**config.mk**
```make
export PLATFORM = sky130hd
export DESIGN_NAME = ex_operand_stage
export DESIGN_NICKNAME = d
export VERILOG_FILES = /design/src/rtl/ex_operand_stage.sv
export SDC_FILE = /design/constraint.sdc
export NUM_CORES = 1
export LEC_CHECK = 0
export BUFFER_PORTS_ARGS = -buffer_cell sky130_fd_sc_hd__buf_4
export CAP_MARGIN = 20
export CORE_AREA = 2 2 129 131
export DETAILED_ROUTE_END_ITERATION = 16
export DIE_AREA = 0 0 131 133
export GPL_TIMING_DRIVEN = 0
export MAX_ROUTING_LAYER = met4
export PLACE_DENSITY = 0.74
export SETUP_SLACK_MARGIN = 0.05
export SLEW_MARGIN = 20
export SYNTH_ARGS = -nofsm -noshare
export SYNTH_HDL_FRONTEND = slang
export SYNTH_SLANG_ARGS = --single-unit
```
**constraint.sdc**
```tcl
create_clock -name clk -period 3.25 [get_ports clk]
set_clock_uncertainty 0.2 [all_clocks]
set_input_delay 0.1625 -clock clk [delete_from_list [all_inputs] [get_ports clk]]
set_output_delay 0.1625 -clock clk [all_outputs]
set_load 0.05 [all_outputs]
```
**src/rtl/ex_operand_stage.sv**
```systemverilog
// ex_operand_stage
//   ID/EX pipeline register that sits directly in front of the ALU.
//   It does four things:
//   - Captures the decoded operands and control from ID.
//   - Resolves EX/MEM and MEM/WB forwarding for rs1 and rs2.
//   - Selects the immediate for SrcB.
//   - Detects load-use hazards and inserts a bubble for them.
//
// Ports:
//   clk, reset        rising-edge clock, asynchronous active-high reset
//   id_*              decoded instruction from ID (valid, data, indices, control)
//   stall             hold EX contents unchanged
//   flush             kill EX contents (branch/jump redirect)
//   mem_*, wb_*       forwarding sources from EX/MEM and MEM/WB
//   ex_valid          EX slot holds a real instruction
//   SrcA, SrcB        ALU operands (forwarded; SrcB may be the immediate)
//   Operation         ALU operation code (0 in a bubble)
//   ex_store_data     forwarded rs2 value for stores
//   ex_rd             EX destination index
//   ex_reg_write/ex_mem_read/ex_mem_write  control, gated by ex_valid
//   load_use_hazard   combinational; IF/ID must hold while asserted
module ex_operand_stage #(
  parameter int DATA_WIDTH    = 32,
  parameter int OPCODE_LENGTH = 4,
  parameter int REG_ADDR_W    = 5
) (
  input  logic                     clk,
  input  logic                     reset,
  input  logic                     id_valid,
  input  logic [DATA_WIDTH-1:0]    id_rs1_data,
  input  logic [DATA_WIDTH-1:0]    id_rs2_data,
  input  logic [DATA_WIDTH-1:0]    id_imm,
  input  logic [REG_ADDR_W-1:0]    id_rs1,
  input  logic [REG_ADDR_W-1:0]    id_rs2,
  input  logic [REG_ADDR_W-1:0]    id_rd,
  input  logic [OPCODE_LENGTH-1:0] id_alu_op,
  input  logic                     id_alu_src,
  input  logic                     id_reg_write,
  input  logic                     id_mem_read,
  input  logic                     id_mem_write,
  input  logic                     stall,
  input  logic                     flush,
  input  logic [REG_ADDR_W-1:0]    mem_rd,
  input  logic                     mem_reg_write,
  input  logic [DATA_WIDTH-1:0]    mem_result,
  input  logic [REG_ADDR_W-1:0]    wb_rd,
  input  logic                     wb_reg_write,
  input  logic [DATA_WIDTH-1:0]    wb_result,
  output logic                     ex_valid,
  output logic [DATA_WIDTH-1:0]    SrcA,
  output logic [DATA_WIDTH-1:0]    SrcB,
  output logic [OPCODE_LENGTH-1:0] Operation,
  output logic [DATA_WIDTH-1:0]    ex_store_data,
  output logic [REG_ADDR_W-1:0]    ex_rd,
  output logic                     ex_reg_write,
  output logic                     ex_mem_read,
  output logic                     ex_mem_write,
  output logic                     load_use_hazard
);

  logic                     valid_q,     valid_d;
  logic [DATA_WIDTH-1:0]    rs1_data_q,  rs1_data_d;
  logic [DATA_WIDTH-1:0]    rs2_data_q,  rs2_data_d;
  logic [DATA_WIDTH-1:0]    imm_q,       imm_d;
  logic [REG_ADDR_W-1:0]    rs1_q,       rs1_d;
  logic [REG_ADDR_W-1:0]    rs2_q,       rs2_d;
  logic [REG_ADDR_W-1:0]    rd_q,        rd_d;
  logic [OPCODE_LENGTH-1:0] alu_op_q,    alu_op_d;
  logic                     alu_src_q,   alu_src_d;
  logic                     reg_write_q, reg_write_d;
  logic                     mem_read_q,  mem_read_d;
  logic                     mem_write_q, mem_write_d;

  logic [DATA_WIDTH-1:0] fwd_rs1;
  logic [DATA_WIDTH-1:0] fwd_rs2;

  // EX/MEM wins over MEM/WB because it carries the younger result.
  // x0 is never forwarded since it always reads as zero.
  function automatic logic [DATA_WIDTH-1:0] forward(
    input logic [REG_ADDR_W-1:0] rs,
    input logic [DATA_WIDTH-1:0] rf_data
  );
    if (mem_reg_write && (mem_rd != '0) && (mem_rd == rs))
      return mem_result;
    else if (wb_reg_write && (wb_rd != '0) && (wb_rd == rs))
      return wb_result;
    else
      return rf_data;
  endfunction

  assign fwd_rs1 = forward(rs1_q, rs1_data_q);
  assign fwd_rs2 = forward(rs2_q, rs2_data_q);

  assign ex_valid      = valid_q;
  assign SrcA          = fwd_rs1;
  assign SrcB          = alu_src_q ? imm_q : fwd_rs2;
  assign ex_store_data = fwd_rs2;
  assign Operation     = alu_op_q;
  assign ex_rd         = rd_q;
  assign ex_reg_write  = reg_write_q & valid_q;
  assign ex_mem_read   = mem_read_q  & valid_q;
  assign ex_mem_write  = mem_write_q & valid_q;

  // rs2 is checked even when the immediate feeds SrcB: a store still
  // needs rs2 as its data.
  assign load_use_hazard = ex_valid & ex_mem_read & id_valid & (ex_rd != '0) &
                           ((ex_rd == id_rs1) | (ex_rd == id_rs2));

  always_comb begin
    valid_d     = valid_q;
    rs1_data_d  = rs1_data_q;
    rs2_data_d  = rs2_data_q;
    imm_d       = imm_q;
    rs1_d       = rs1_q;
    rs2_d       = rs2_q;
    rd_d        = rd_q;
    alu_op_d    = alu_op_q;
    alu_src_d   = alu_src_q;
    reg_write_d = reg_write_q;
    mem_read_d  = mem_read_q;
    mem_write_d = mem_write_q;
    if (flush || (!stall && load_use_hazard)) begin
      // Bubble: control cleared, data fields left as they were.
      valid_d     = 1'b0;
      alu_op_d    = '0;
      alu_src_d   = 1'b0;
      reg_write_d = 1'b0;
      mem_read_d  = 1'b0;
      mem_write_d = 1'b0;
    end else if (!stall) begin
      valid_d     = id_valid;
      rs1_data_d  = id_rs1_data;
      rs2_data_d  = id_rs2_data;
      imm_d       = id_imm;
      rs1_d       = id_rs1;
      rs2_d       = id_rs2;
      rd_d        = id_rd;
      alu_op_d    = id_alu_op;
      alu_src_d   = id_alu_src;
      reg_write_d = id_reg_write;
      mem_read_d  = id_mem_read;
      mem_write_d = id_mem_write;
    end
  end

  always_ff @(posedge clk or posedge reset) begin
    if (reset) begin
      valid_q     <= 1'b0;
      rs1_data_q  <= '0;
      rs2_data_q  <= '0;
      imm_q       <= '0;
      rs1_q       <= '0;
      rs2_q       <= '0;
      rd_q        <= '0;
      alu_op_q    <= '0;
      alu_src_q   <= 1'b0;
      reg_write_q <= 1'b0;
      mem_read_q  <= 1'b0;
      mem_write_q <= 1'b0;
    end else begin
      valid_q     <= valid_d;
      rs1_data_q  <= rs1_data_d;
      rs2_data_q  <= rs2_data_d;
      imm_q       <= imm_d;
      rs1_q       <= rs1_d;
      rs2_q       <= rs2_d;
      rd_q        <= rd_d;
      alu_op_q    <= alu_op_d;
      alu_src_q   <= alu_src_d;
      reg_write_q <= reg_write_d;
      mem_read_q  <= mem_read_d;
      mem_write_q <= mem_write_d;
    end
  end

endmodule

```
# == After elaboration in Yosys (flattened, before gate mapping) ==
# Index checks and enable logic that the tools add are counted.
# totals
elab_cells,59
reg_bits,120
in_bits,200
out_inout_bits,110
# classes
n_mux,17
n_eq_ne,7
n_reduce_logical,13
bitwise_logic,10
# op_table
operator,count
$mux W32,5
$eq A5 B5 Y1,6
$reduce_bool A5 Y1,3
$mux W1,10
$mux W4,2
$and A1 B1 Y1,7
$logic_and A1 B1 Y1,7
$ne A2 B1 Y1 const B,1
$not A1 Y1,2
$reduce_and A2 Y1,1
$logic_not A1 Y1,1
$logic_or A1 B1 Y1,1
$or A1 B1 Y1,1

# == Depth between registers and ports, before layout ==
# Gate-level depths: netlist (run 1).
# depth
ltp_word,9
depth_mapped,7
depth_no_buf,6

# == Worst setup path after synthesis (run 1) ==
# Ideal clock, no wire load.
# synth_path
path_kind,input-to-output
start,input port wb_rd[1]
end,output port SrcB[10]
arrival_ns,2.729
n_path_buf,2
stages,7
slack_ns,0.159
required_time_ns,2.887
cell_sequence,or4_1 -> o21a_1 -> and4_1 -> buf_2 -> buf_2 -> mux2i_1 -> a221oi_1
# synth_between
elab_chain_len,6
elab_cells_between_ends,7
# synth_lines
item,line_no,text
from (decl),46,"input logic [REG_ADDR_W-1:0] wb_rd,"
$reduce_bool A5 Y1,85,else if (wb_reg_write && (wb_rd != '0) && (wb_rd == rs))
$logic_and A1 B1 Y1,85,
$logic_and A1 B1 Y1 *,85,
$mux W32 *,85,
$mux W32 *,83,if (mem_reg_write && (mem_rd != '0) && (mem_rd == rs))
$mux W32 *,96,assign SrcB = alu_src_q ? imm_q : fwd_rs2;
to (decl),51,"output logic [DATA_WIDTH-1:0] SrcB,"
# Mark *: on every way between the ends. The rest lies on a longest branch, timed or not.

# == Worst setup path after layout (run 1) ==
# layout_path
start,register rd_q[0] (netlist: ex_rd[0])
end,output port load_use_hazard
# layout_between
elab_chain_len,3
elab_cells_between_ends,6
# layout_lines
item,line_no,text
from (decl),67,"logic [REG_ADDR_W-1:0] rd_q, rd_d;"
from (signal assigned),167,rd_q <= rd_d;
$eq A5 B5 Y1 / $reduce_bool A5 Y1 (equally long branches),"107, 106",
$or A1 B1 Y1 / $and A1 B1 Y1 (equally long branches),"107, 106",
$and A1 B1 Y1 *,106,assign load_use_hazard = ex_valid & ex_mem_read & id_valid & (ex_rd != '0) &
to (decl),58,output logic load_use_hazard
# Marks and branches as above.

==> out/metrics.cfg, run 1 <==
[layout]
final-instance-count-excl-fill = 1363
final_net_count = 1331
syn_to_final_growth_pct = 65.7
design_area_um2 = 11300
fin_util_pct = 69.7
final_layout_size_suffix_gt1_share_pct = 34.8
antenna_cells = 0

[worst_setup_path]
max_stage_delay_ns = 0.56
crit_required_ns = 2.89
crit_slowest_cell = or4_1
r2r_end = mem_read_q
r2r.worst_path.cells = 6
cp_max_fo = 10
path_cells = or4_1 -> o211a_1 -> nand2_1 -> clkinvlp_4 -> buf_2 -> buf_4
startpoint_type = flip-flop
crit_path_end_kind = output port
r2r_start = ex_rd[0]
crit_type = flip-flop to output port
ff2ff_setup_slack_ns = 0.41
arrival_ns = 2.73

[floorplanning]
core.rowCount = 47
die_height_um = 133
dieArea_um2 = 17400
start_util_pct = 42.0
core_area_um2 = 16200
io_pins = 310
die_x_um = 131

[global_routing]
grt_antenna_before_repair = 0
track_usage_pct = 31.8
grt_util_met3_pct = 7.52
met2_usage_pct = 54.4
grtUsageMet1_pct = 36.0
grt_max_degree = 33
grt_pass1_wl_mm = 41.1
top_usage_layer = met2
first_global_vias = 7780
grt-ovfl-total = 0

[cts]
post-cts-setup-buffers = 0
cts_tree = yes
clk_latency_ns = 0.42
clkSinkCount = 120
cts_made_buffers = 17
htreeDepth = 4
clock-root-buffer = clkbuf_16
clk_pin_slew_ns = 0.06
cts_max_path_buffers = 2

[sta]
slew_headroom_pct = 54.7
hold_viol = 0
setup_viol = 0
rsz0062_at_grt = no
max_freq_ghz = 0.323
setup_tns_ns = 0
min_period_over_period_pct = 95.2
hold_ws_ns = 0.128
finalMaxSlewViolations = 0
worst_slew_pin_slew_ns = 0.679
period_minus_slack_ns = 3.09

[routing]
drt_iter0_markers = 388
vias = 7228
route.detailed.vias_per_inst = 5.30
wire_per_inst_um = 19.6
ant_nets = 0
firstDrtPassIters = 4
drc = 0
wl_mm = 26.7

[synthesis]
synth_simple_gate_area_share_pct = 9.75
synth_edf_count = 0
synthAdderAreaFrac_pct = 0
synth_cell_types = 29
synth_top_cell_by_area = dfrtp_1
synth_compound_area_share_pct = 13.7
netlist_instances = 679
synth_area_per_cell_um2 = 10.0
synthTopCellsByCount = dfrtp_1 (120), nand2_1 (71), mux2i_1 (64)
synth_most_common_cell = dfrtp_1
synth_nets = 879
synth.area.top_cells = dfrtp_1 (44%), mux2_1 (9.9%), mux2i_1 (9.4%), a221oi_1 (4.1%), nand2_1 (3.9%)
ys_seq_area_share_pct = 44.2
yosys_warnings = 0
synth_top_flop_cell = dfrtp_1
synthArstFlopShare_pct = 100
synth.area.mux_share_pct = 22.5
ys_ff_latch = 120
syn_area_um2 = 6800
synth_top_area_share_pct = 44.2
synth_top_family_by_area = multiplexers
synthXorXnorAreaFrac_pct = 3.86

[place]
io_buffers = 309
place.gp.congestion = 0.851
place_hpwl_mm = 18.7
placed_area_um2 = 9460
post-place-cells = 1211

[hold_path]
holdPathStages = 3
min_from = stall
hold_class = primary input to flip-flop
hold_path_end = Operation[2]

[flow_run]
drv_cap = 0

[power_and_ir_drop]
p_per_area_nw_per_um2 = 530
peakVddDrop_mv = 0.358
leakage_nw = 5.01

[outcome]
outcome = finished, final reports clean

placed cells by master, fill, tap and decap left out, drive strengths merged, types with 34 or more instances in the layout:
master | netlist | routed
nor3 | 36 | 36
dfrtp | 120 | 120
nand2 | 71 | 71
mux2 | 79 | 79
buf | 27 | 336
dlygate4sd3 | 0 | 123
nor2 | 34 | 34
clkbuf | 28 | 48
mux2i | 64 | 64
o22ai | 35 | 35
how the worst max path moves through the flow:
stage	start	end	slack, ns	cells past startpoint
after floorplan	wb_rd[1]	SrcB[10]	0.16	7
after global placement	mem_rd[1]	SrcA[11]	0.41	8
after detailed placement	mem_rd[1]	SrcA[11]	0.39	8
after CTS	rs1_q[0]	SrcA[29]	0.06	8
after global routing	rs1_q[3]	SrcA[29]	0.05	6
final	ex_rd[0]	load_use_hazard	0.16	6
report_power, final:
part	internal (W)	switching (W)
combinational	0.000886	0.00148
sequential	0.00170	0.000121
clock	0.00108	0.000703
total	0.00366	0.00230
logic make-up after synthesis:
kind of cell,Yosys count
AO/OA/AOI/OAI,143
XOR/XNOR,30
buffers and inverters,89
flip-flops,120
multiplexers,143
AND/OR/NAND/NOR,154
stage by stage:
step,worst slack (ns),power [W]
after floorplan,0.159,0.00326
after detailed placement,0.391,0.00406
final,0.157,0.00597
after global placement,0.408,0.00402
after CTS,0.0607,0.00597
after global routing,0.0537,0.00620
critical path: cells and delay by family, from the launching register on:
kind,cells,cell delay (ns)
flops,1,0.43
buf+inv,3,0.78
compound gates,1,0.26
simple gates,2,0.84
layout make-up:
class | count | area (um2)
Buffer | 53 | 290
Clock buffer | 19 | 453
Clock inverter | 12 | 104
Fill cell | 1198 | 4910
Inverter | 34 | 135
Multi-Input combinational cell | 470 | 3390
Sequential cell | 120 | 3000
Tap cell | 220 | 275
Timing Repair Buffer | 435 | 3610
state kept, by name (all words and copies together) (netlist names):
signal / cells
reg_write_q: 1
alu_src_q: 1
ex_valid: 1
rs2_q: 5
Operation: 4
imm_q: 32
rs1_q: 5
mem_read_q: 1
mem_write_q: 1
rs1_data_q: 32
ex_rd: 5
rs2_data_q: 32
repair_timing:
action	CTS	global route
hold endpoints to repair	148	0
endpoints found under the setup margin	9	50
gates cloned	0	0
hold buffers	123	0
resized for setup	5	8
pin swaps	0	0
per-layer routing:
| layer | vias to the layer above | routed length, um |
|---|---|---|
| li1 | 3339 | - |
| met1 | 3530 | 10600 |
| met4 | 0 | 695 |
| met2 | 307 | 13700 |
| met3 | 52 | 1750 |
| met5 | - | 0 |
No activity file was read; power rests on OpenSTA's default activity.
==> run 2: changes to the inputs <==
- PLACE_DENSITY: 0.74 -> 0.87
==> run 2 against run 1 <==
Critical path depth increased by 1. Clock power increased by 3%. First-iteration DRC count increased by 38%. Cell count about the same. Design area increased by 0.71%. Register-to-register slack got worse by 0.16 ns. Via count increased by 7.3%. Global-route usage increased by 3.3 points. Maximum frequency increased by 0.11%. Core utilization increased by 0.50 points. Clock-buffer cell count increased by 4. Combinational power increased by 3%.
==> out/metrics.cfg, run 2 (synthesis results as in run 1) <==
[outcome]
outcome = finished, final reports clean  ; unchanged

[floorplanning]
core.rowCount = 47  ; unchanged
start_util_pct = 42.0  ; unchanged
core_area_um2 = 16200  ; unchanged
io_pins = 310  ; unchanged
die_height_um = 133  ; unchanged
dieArea_um2 = 17400  ; unchanged
die_x_um = 131  ; unchanged

[sta]
max_freq_ghz = 0.324  ; was 0.323 GHz
hold_viol = 0  ; unchanged
min_period_over_period_pct = 95.1  ; was 95.2%
setup_tns_ns = 0  ; unchanged
slew_headroom_pct = 53.4  ; was 54.7%
setup_viol = 0  ; unchanged
period_minus_slack_ns = 3.09  ; about the same
worst_slew_pin_slew_ns = 0.699  ; was 0.679 ns
rsz0062_at_grt = yes  ; was no
finalMaxSlewViolations = 0  ; unchanged

[power_and_ir_drop]
switching_share_pct = 38.0  ; was 38.6%
leakage_nw = 5.07  ; was 5.01 nW
p_int_w = 0.00378  ; was 0.00366 W
p_per_area_nw_per_um2 = 538  ; was 530 nW/um2
peakVddDrop_mv = 0.342  ; was 0.358 mV
p_clk_share_pct = 30.2  ; was 29.9%
power_frac_comb_pct = 39.9  ; was 39.6%
power.share.sequential_pct = 30.0  ; was 30.5%
switchingPower_w = 0.00232  ; was 0.00230 W

[cts]
htreeDepth = 4  ; unchanged
cts_max_path_buffers = 2  ; unchanged
clk_pin_slew_ns = 0.06  ; about the same
cts_made_buffers = 17  ; unchanged
clock-root-buffer = clkbuf_16  ; unchanged
cts_tree = yes  ; unchanged
clk_latency_ns = 0.41  ; was 0.42 ns
clkSinkCount = 120  ; unchanged

[global_routing]
grt_pass1_wl_mm = 44.9  ; was 41.1 mm
grt-ovfl-total = 0  ; unchanged
first_global_vias = 8458  ; was 7780
met2_usage_pct = 56.8  ; was 54.4%
grtUsageMet1_pct = 39.6  ; was 36.0%
grt_max_degree = 31  ; was 33
top_usage_layer = met2  ; unchanged
grt_antenna_before_repair = 2  ; was 0
grt_util_met3_pct = 6.67  ; was 7.52%
track_usage_pct = 35.1  ; was 31.8%

[layout]
final_net_count = 1334  ; was 1331
largestRegisters = imm_q (32), rs1_data_q (32), rs2_data_q (32)  ; unchanged
fill_cells = 1146  ; was 1198
layout_commonest_cell = buf_4  ; unchanged
final_layout_size_suffix_gt1_share_pct = 35.3  ; was 34.8%
final-instance-count-excl-fill = 1364  ; was 1363
syn_to_final_growth_pct = 66.9  ; was 65.7%
mostFrequentLayoutCells = buf_4 (315), dlygate4sd3_1 (123), dfrtp_1 (120)  ; was buf_4 (312), dlygate4sd3_1 (123), dfrtp_1 (120)

[worst_setup_path]
arrival_ns = 2.73  ; about the same
crit_required_ns = 2.89  ; about the same
startpoint_type = flip-flop  ; unchanged
max_stage_delay_ns = 0.51  ; was 0.56 ns
crit_buf_inv = 2  ; was 3
crit_path_end_kind = output port  ; unchanged
crit_type = flip-flop to output port  ; unchanged
cp_max_fo = 10  ; unchanged
path_cells = xor2_1 -> nor3_1 -> and4_1 -> clkbuf_1 -> nand2_1 -> o21ai_0 -> buf_4  ; was or4_1 -> o211a_1 -> nand2_1 -> clkinvlp_4 -> buf_2 -> buf_4
crit_slowest_cell = and4_1  ; was or4_1
critical_path.top_delay_family = buffers and inverters  ; was simple AND/OR/NAND/NOR gates

[routing]
firstDrtPassIters = 5  ; was 4
drt_iter0_markers = 536  ; was 388
vias = 7754  ; was 7228
drc = 0  ; unchanged
ant_nets = 0  ; unchanged
route.detailed.vias_per_inst = 5.68  ; was 5.30
wire_per_inst_um = 22.1  ; was 19.6 um
wl_mm = 30.1  ; was 26.7 mm

[hold_path]
hold_class = primary input to asynchronous set/reset pin  ; was primary input to flip-flop

[place]
place_hpwl_mm = 19.5  ; was 18.7 mm
place.gp.congestion = 0.926  ; was 0.851
post-place-cells = 1212  ; was 1211
io_buffers = 309  ; unchanged

[flow_run]
drv_cap = 0  ; unchanged

==> run 2: changes by cell type in the layout (fill, tap and decap cells not counted), moves of 2 or more <==
cell,previous run,this run
clkbuf_2,4,7
clkinvlp_4,8,2
a221oi_2,0,4
buf_4,312,315
a221oi_1,32,28
diode_2,0,2
clkbuf_8,2,4
clkinv_2,4,2
==> run 2: metal layers <==
layer	up-vias	wire (um)
li1	3347	-
met1	3726	11100
met2	543	15000
met3	138	2370
met4	0	1610
met5	-	0
==> run 2: power groups by stage <==
stage	Combinational, W	Clock (W)	Sequential [W]
after floorplan	0.00141	0	0.00185
after global placement	0.00219	0	0.00182
after detailed placement	0.00224	0	0.00184
after CTS	0.00237	0.00185	0.00181
after global routing	0.00253	0.00192	0.00185
final	0.00243	0.00184	0.00183
==> run 2: cell type report <==
cell class | count | area [um2] | area share, %
tap | 220 | 275 | 2.43
timing repair buffer | 438 | 3650 | 32.1
multi-input combinational | 470 | 3430 | 30.2
sequential | 120 | 3000 | 26.5
clock buffer | 23 | 488 | 4.30
clock inverter | 4 | 70.1 | 0.618
antenna | 2 | 5.00 | 0.0441
buffer | 53 | 297 | 2.61
inverter | 34 | 135 | 1.19
==> run 2: timing repair <==
item,CTS,global route
pin swaps,0,0
hold buffers,123,0
endpoints found under the setup margin,23,76
buffers inserted,0,2
gates resized for setup,7,18
hold endpoints to repair,185,0
cloned,0,0
==> run 2: final timing paths <==
path	from	endpoint	slack (ns)	cells after the start
worst max-delay path	rs1_q[0]	SrcA[3]	0.16	7
worst min-delay path	reset	rs1_data_q[5]	0.08	3
worst max register to register	ex_rd[0]	mem_read_q	0.25	7
worst min register to register	rs2_data_q[15]	rs2_data_q[15]	0.29	1
max in group asynchronous	reset	rs2_data_q[25]	2.07	5
min in group clk	stall	Operation[2]	0.17	3
==> run 2: worst register-to-register path, stage by stage (launching register included) <==
cell and delay, ns:
dfrtp_1 0.44, or4_1 0.58, o211a_1 0.26, nand2_1 0.31
clkinvlp_4 0.25, buf_4 0.20, o22ai_1 0.12, dlygate4sd3_1 0.58
==> run 2: stage by stage <==
step	utilization [%]	hold slack (ns)	worst slack, ns	cell area (um2)	total power (W)
after detailed placement	58.6	-0.0513	0.213	9480	0.00407
after CTS	69.8	0.0754	0.0556	11300	0.00603
after floorplan	-	0.0711	0.159	6800	0.00326
after global placement	58.1	0.180	0.252	9400	0.00401
final	70.2	0.0833	0.161	11300	0.00610
after global routing	70.2	0.106	0.0312	11300	0.00630
